===== src/rtl/act_neuron_seq.sv =====
// act_neuron_seq
//   Sequential fixed-point neuron: NUM inputs plus a bias, one shared
//   multiplier doing one MAC per cycle, then a selectable activation
//   (identity / hard-sigmoid / hard-tanh). Weights and bias live in an
//   internal register file with a write port (IDLE only) and an always-open
//   combinational read port for the backprop path.
// Ports
//   clk, rst          clock (rising edge), asynchronous active-low reset
//   i_valid/o_ready   input vector handshake; o_ready high only in IDLE
//   i_k, i_mode       input vector (element j at [j*WIDTH +: WIDTH]), mode
//   o_valid/i_ready   result handshake; outputs held until taken
//   o_a, o_da, o_sum  activation, its derivative, saturated pre-activation
//   wr, wr_addr,      weight write (addr NUM = bias); o_wr_err pulses one
//   wr_data, o_wr_err cycle when a write is dropped
//   rd_addr,          combinational read of weight memory, 0 out of range
//   o_rd_data
module act_neuron_seq #(
  parameter int NUM   = 8,
  parameter int WIDTH = 32,
  parameter int FRAC  = 16,
  parameter int AW    = $clog2(NUM + 1)
) (
  input  logic                 clk,
  input  logic                 rst,
  input  logic                 i_valid,
  output logic                 o_ready,
  input  logic [NUM*WIDTH-1:0] i_k,
  input  logic [1:0]           i_mode,
  output logic                 o_valid,
  input  logic                 i_ready,
  output logic [WIDTH-1:0]     o_a,
  output logic [WIDTH-1:0]     o_da,
  output logic [WIDTH-1:0]     o_sum,
  input  logic                 wr,
  input  logic [AW-1:0]        wr_addr,
  input  logic [WIDTH-1:0]     wr_data,
  output logic                 o_wr_err,
  input  logic [AW-1:0]        rd_addr,
  output logic [WIDTH-1:0]     o_rd_data
);

  localparam int ACCW = 2*WIDTH + AW;

  localparam logic [AW-1:0] LAST_W = AW'(NUM - 1);
  localparam logic [AW-1:0] BIAS_A = AW'(NUM);

  localparam logic signed [WIDTH-1:0] ONE     = WIDTH'(1) <<< FRAC;
  localparam logic signed [WIDTH-1:0] HALF    = ONE >>> 1;
  localparam logic signed [WIDTH-1:0] QUART   = ONE >>> 2;
  localparam logic signed [WIDTH-1:0] TWO     = ONE <<< 1;
  localparam logic signed [WIDTH-1:0] NEG_ONE = -ONE;
  localparam logic signed [WIDTH-1:0] NEG_TWO = -TWO;
  localparam logic signed [WIDTH-1:0] SMAX    = {1'b0, {(WIDTH-1){1'b1}}};
  localparam logic signed [WIDTH-1:0] SMIN    = {1'b1, {(WIDTH-1){1'b0}}};

  typedef enum logic [1:0] {S_IDLE, S_MAC, S_ACT, S_DONE} state_t;

  state_t                  state;
  logic signed [WIDTH-1:0] mem [NUM+1];
  logic signed [WIDTH-1:0] k_r [NUM];
  logic [1:0]              mode_r;
  logic signed [ACCW-1:0]  acc;
  logic [AW-1:0]           idx;

  logic                     wr_ok;
  logic signed [WIDTH-1:0]  bias_src;
  logic signed [ACCW-1:0]   bias_acc;
  logic signed [2*WIDTH-1:0] k_ext, w_ext, prod;
  logic signed [ACCW-1:0]   prod_ext;
  logic signed [ACCW-1:0]   acc_sh;
  logic [ACCW-WIDTH:0]      acc_hi;
  logic signed [WIDTH-1:0]  s_sat;
  logic signed [WIDTH-1:0]  hs;
  logic signed [WIDTH-1:0]  a_next, da_next;

  assign o_ready = (state == S_IDLE);
  assign wr_ok   = wr && (state == S_IDLE) && (wr_addr <= BIAS_A);

  assign o_rd_data = (rd_addr <= BIAS_A) ? mem[rd_addr] : '0;

  // A bias write landing on the accept edge must already be seen by the
  // accumulator seed, so forward it around the register file.
  assign bias_src = (wr_ok && wr_addr == BIAS_A) ? wr_data : mem[NUM];
  assign bias_acc = {{(ACCW-WIDTH){bias_src[WIDTH-1]}}, bias_src} <<< FRAC;

  // Sign-extend to 2*WIDTH first; the low 2*WIDTH bits of that product are
  // the exact signed product.
  assign k_ext    = {{WIDTH{k_r[idx][WIDTH-1]}}, k_r[idx]};
  assign w_ext    = {{WIDTH{mem[idx][WIDTH-1]}}, mem[idx]};
  assign prod     = k_ext * w_ext;
  assign prod_ext = {{AW{prod[2*WIDTH-1]}}, prod};

  // Saturate: in range iff every bit from WIDTH-1 upward matches the sign.
  assign acc_sh = acc >>> FRAC;
  assign acc_hi = acc_sh[ACCW-1:WIDTH-1];

  always_comb begin
    if ((&acc_hi) || (~|acc_hi)) s_sat = acc_sh[WIDTH-1:0];
    else if (acc_sh[ACCW-1])     s_sat = SMIN;
    else                         s_sat = SMAX;
  end

  always_comb begin
    a_next  = s_sat;
    da_next = ONE;
    hs      = (s_sat >>> 2) + HALF;
    case (mode_r)
      2'd1: begin
        if (hs[WIDTH-1])  a_next = '0;
        else if (hs > ONE) a_next = ONE;
        else               a_next = hs;
        da_next = (s_sat > NEG_TWO && s_sat < TWO) ? QUART : '0;
      end
      2'd2: begin
        if (s_sat > ONE)          a_next = ONE;
        else if (s_sat < NEG_ONE) a_next = NEG_ONE;
        else                      a_next = s_sat;
        da_next = (s_sat > NEG_ONE && s_sat < ONE) ? ONE : '0;
      end
      default: ;
    endcase
  end

  always_ff @(posedge clk or negedge rst) begin
    if (!rst) begin
      state   <= S_IDLE;
      acc     <= '0;
      idx     <= '0;
      mode_r  <= '0;
      for (int unsigned j = 0; j < NUM; j++) k_r[j] <= '0;
      o_valid <= 1'b0;
      o_a     <= '0;
      o_da    <= '0;
      o_sum   <= '0;
    end else begin
      case (state)
        S_IDLE: begin
          if (i_valid) begin
            for (int unsigned j = 0; j < NUM; j++) k_r[j] <= i_k[j*WIDTH +: WIDTH];
            mode_r <= i_mode;
            acc    <= bias_acc;
            idx    <= '0;
            state  <= S_MAC;
          end
        end
        S_MAC: begin
          acc <= acc + prod_ext;
          if (idx == LAST_W) state <= S_ACT;
          else               idx   <= idx + 1'b1;
        end
        S_ACT: begin
          o_sum   <= s_sat;
          o_a     <= a_next;
          o_da    <= da_next;
          o_valid <= 1'b1;
          state   <= S_DONE;
        end
        S_DONE: begin
          if (i_ready) begin
            o_valid <= 1'b0;
            state   <= S_IDLE;
          end
        end
        default: state <= S_IDLE;
      endcase
    end
  end

  always_ff @(posedge clk or negedge rst) begin
    if (!rst) begin
      for (int unsigned j = 0; j <= NUM; j++) mem[j] <= '0;
      o_wr_err <= 1'b0;
    end else begin
      o_wr_err <= wr && !wr_ok;
      if (wr_ok) mem[wr_addr] <= wr_data;
    end
  end

endmodule


===== config.mk =====
export PLATFORM = sky130hd
export DESIGN_NAME = act_neuron_seq
export DESIGN_NICKNAME = d
export VERILOG_FILES = /design/src/rtl/act_neuron_seq.sv
export SDC_FILE = /design/constraint.sdc
export NUM_CORES = 2
export LEC_CHECK = 0
export ABC_CLOCK_PERIOD_IN_PS = 20300
export CAP_MARGIN = 10
export CORE_MARGIN = 10
export CORE_UTILIZATION = 36
export DETAILED_ROUTE_END_ITERATION = 7
export GPL_TIMING_DRIVEN = 0
export PLACE_DENSITY_LB_ADDON = 0.1
export SYNTH_ARGS = -nofsm -noshare
export SYNTH_HDL_FRONTEND = slang
export SYNTH_SLANG_ARGS = --single-unit

===== constraint.sdc =====
create_clock -name clk -period 20.3 [get_ports clk]
set_input_delay 4.06 -clock clk [delete_from_list [all_inputs] [get_ports clk]]
set_output_delay 4.06 -clock clk [all_outputs]
set_load 0.01 [all_outputs]

==> impl_summary.md <==
Drt
Detailed routing inserted a total of 55,421 vias. The average vias per placed instance is 5.43. The remaining routing DRC violations is 0.

After detailed routing, the average wire length per cell comes to 32.0 um. Once detail routing completed, the nets flagged for antenna violations numbered 0. The length of the first detailed-routing pass in iterations is 7. After the first detailed-routing iteration, the DRC count stood at 4,659. Summed over all layers, the routed wires come to 327,000 um.

Critical path
The dominant cell type by count on the critical path is fa_1. In this run the worst path has a maximum fanout of 10. The slowest stage of the critical path belongs to the cell clkbuf_1.

STA classifies the critical path endpoint as a flip-flop. By startpoint and endpoint, the worst setup path is classified as reg2reg. The biggest cell delay along the critical path is 0.98 ns. The endpoint required time on the critical path is 20.87 ns. The data arrival time at the worst-slack endpoint is 13.85 ns. The worst setup path is launched from a flip-flop.

Global routing
The via count of the first global-routing pass is 59,447. The remaining global-route overflow is 0. The first global-routing pass estimated 460,000 um of wire.

The number of antenna violations at the first check in global routing is 73. The largest net degree at the start of global routing is 108. Global routing used 29.0% of the available tracks across all layers.

Timing
On the final layout, the worst clock skew is 0.0497 ns. The relative slew slack is 4.80%. The count of final max-slew check failures is 0. The shortest clock period the worst path allows after layout is 13.27 ns. The final count of negative-setup-slack endpoints is 0. The final worst slack is 7.03 ns.

Based on the critical path, the design can be clocked at up to 75.3 MHz. In the finished design, the share of the clock period the worst path needs comes to 65.4%. The final setup TNS is 0 ns. The final number of hold-violating endpoints is 0. Setup repair after global routing left no endpoint under its margin. The transition time at the pin with the least slew margin is 1.43 ns.

Die
The core box area is 204,000 um2. 434 I/O pins were placed. The die covers 224,000 um2. In this run the horizontal extent of the chip is 473 um.

Row generation in the floorplan step produced 166 rows. The floorplan step set the die height to 473 um. The initial core utilization is 36.2%.

Yosys
By area, the combinational part of the netlist is dominated by adder cells. The fraction of synthesized area in multiplexers is 16.2%. The number of enable-type register cells in the synthesized netlist is 0. The count of yosys warnings during synthesis is 0. Among all flip-flop cells after synthesis, the most frequent one is dfrtp_1.

After synthesis the netlist holds a flip-flop and latch count of 688. The synthesized netlist devotes 0.830% of its cell area to XOR and XNOR gates. The synthesized netlist devotes 37.9% of its cell area to adder and majority cells. The mean area per synthesized cell is 10.8 um2. The share of flip-flops with an asynchronous set or reset after synthesis is 100%. After Yosys synthesis, and, or, nand and nor cells account for 8.21% of the synthesized area.

For this run, the register share of the synthesized area comes to 23.3%. The synthesized netlist occupies a cell area of 73,900 um2. The compound-cell area share of the yosys netlist is 4.62%. Synthesis produced a netlist whose cell count is 6,873. The netlist uses 79 different library cells.

Hold path
The path category of the worst min-delay check is reg2reg.

Clocking
The H-tree level count is 3. The number of sinks on the clock net is 688. CTS placed an instance of clkbuf_16 at the clock tree root. After clock tree synthesis, the flow added hold-fix buffers numbering 0.

The CTS tree is built. Once the clock tree was built, the setup fixing pass inserted 0 buffers. The clock transition at the register clock pins on the worst setup and hold paths after CTS is 0.06 ns. In this run the deepest clock path goes through 3 buffers. The clock network latency to the later pin of the worst-skew pair is 0.71 ns. Post-CTS repair changed the size of 0 cells. Clock tree synthesis inserted a total of 78 buffers.

Finish
The number of filler cells placed in the layout is 20,302. The final layout contains 9,230 nets. Summing all non-filler instances in the final layout gives an area of 85,200 um2.

The number of non-filler instances in the completed layout is 10,207. Compared with the post-synthesis result, the final layout area differs by 15.3%. The post-route netlist has 14.3% of its cells at a drive strength greater than 1.

Place
Input and output buffers added on the ports amount to 399. The worst slack after detailed placement is 7.02 ns. The count of placed standard cells including taps is 10,043. After detailed placement, the total cell area comes to 82,400 um2. Detailed placement ended at an HPWL of 272,000 um. The congestion estimate from routability-driven global placement came to 0.979.

Job
Max-cap violations in this run came to 0.

Status
The flow ran to the end, and the final reports show no timing, DRC or antenna violations.
-- cell type report --
type | count | area, um2 | area share [%]
Buffer | 391 | 1610 | 1.89
Clock inverter | 27 | 394 | 0.463
Sequential cell | 688 | 17200 | 20.2
Antenna cell | 21 | 52.6 | 0.0617
Inverter | 1326 | 4980 | 5.84
Clock buffer | 111 | 2250 | 2.64
Timing Repair Buffer | 458 | 4970 | 5.84
Tap cell | 2688 | 3360 | 3.95
Multi-Input combinational cell | 4497 | 50400 | 59.1
-- synth_stat cells (20+ instances only) --
master    instances  area [um2]
fa_1           1252       25100
o21ai_0         114         571
inv_1          1326        4980
a211oi_1         21         158
o21a_1           25         188
and2_1           31         194
nor2_1          615        2310
nand4_1          23         144
nand2b_1         28         175
mux2_2          590        6640
mux4_2          192        4320
clkbuf_1        312        1170
xor2_1           25         219
mux2i_1         101        1010
nor3_1           22         110
a21o_1           40         300
nand2_1         655        2460
a21oi_1         201        1010
ha_1            235        2940
a31oi_1          20         125
xnor2_1          45         394
dfrtp_1         688       17200
buf_4            30         225
buf_1            34         128
-- cell families after synthesis --
kind of cell,Yosys count
xor gates and xnor gates,70
adders and majority gates,1487
and+or+nand+nor,1474
buffers and inverters,1717
AOI/OAI and AO/OA,553
DFF,688
muxes,883
other,1
-- path summary, 6_finish.rpt --
kind / from / to / slack, ns / depth (start not counted)
min reg2reg: o_a[25]$_DFFE_PN0P_ / o_a[25]$_DFFE_PN0P_ / 0.49 / 1
min: o_a[25]$_DFFE_PN0P_ / o_a[25]$_DFFE_PN0P_ / 0.49 / 1
max reg2reg: idx[0]$_DFFE_PN0P_ / acc[64]$_DFFE_PN0P_ / 7.03 / 31
min in group asynchronous: rst / mem[207]$_DFFE_PN0P_ / 3.33 / 1
max: idx[0]$_DFFE_PN0P_ / acc[64]$_DFFE_PN0P_ / 7.03 / 31
max in group asynchronous: rst / o_da[14]$_DFFE_PN0P_ / 15.26 / 3
-- routing by layer --
metal  global-route usage (%)  part of all wire (%)  vias to the layer above
met2                     46.4                    46                     2267
met3                     6.98                   7.8                      542
met1                     37.2                    40                    29803
li1                         -                     -                    22725
met5                        0                  0.17                        -
met4                     13.4                   5.4                       84
-- worst max-delay path, delay by kind of cell (launching register included) --
| family | cells | cell delay [ns] |
|---|---|---|
| adders and majority gates | 9 | 4.60 |
| buffers and inverters | 8 | 3.10 |
| AOI/OAI and AO/OA | 8 | 2.73 |
| muxes | 3 | 1.35 |
| and+or+nand+nor | 3 | 0.90 |
| DFF | 1 | 0.36 |
-- cell usage in the layout, fill, tap and decap left out, types with 13 or more instances in the layout --
cell type / count
a211oi_1: 20
a21o_1: 40
a21oi_1: 190
a31oi_1: 20
and2_1: 31
and3_1: 13
buf_1: 33
buf_2: 15
buf_4: 33
buf_6: 20
buf_8: 20
clkbuf_1: 329
clkbuf_16: 81
clkdlybuf4s50_1: 398
conb_1: 30
dfrtp_1: 688
diode_2: 21
fa_1: 1251
ha_1: 235
inv_1: 1323
mux2_2: 590
mux2i_1: 91
mux4_2: 192
nand2_1: 654
nand2b_1: 28
nand3_1: 19
nand4_1: 23
nor2_1: 615
nor3_1: 22
nor4_1: 17
o21a_1: 25
o21ai_0: 108
o21ai_1: 13
o22ai_1: 18
xnor2_1: 45
xor2_1: 25
-- through the flow --
| step | hold WS, ns | utilization (%) |
|---|---|---|
| floorplan | 0.474 | - |
| global placement | 0.474 | 39.8 |
| detailed placement | 0.481 | 40.3 |
| CTS | 0.500 | 41.6 |
| global route | 0.508 | 41.7 |
| finish | 0.489 | 41.7 |
-- registers in the layout, summed over array words and instances (netlist names) --
register and flops:
o_sum 32, acc 68, k_r 256, state 2, mem 288, o_valid 1
idx 4, o_da 2, o_wr_err 1, mode_r 2, o_a 32
Power is left out: the tool's default activity adds up to more than one toggle a clock period on the data nets, which glitch-free logic cannot reach.
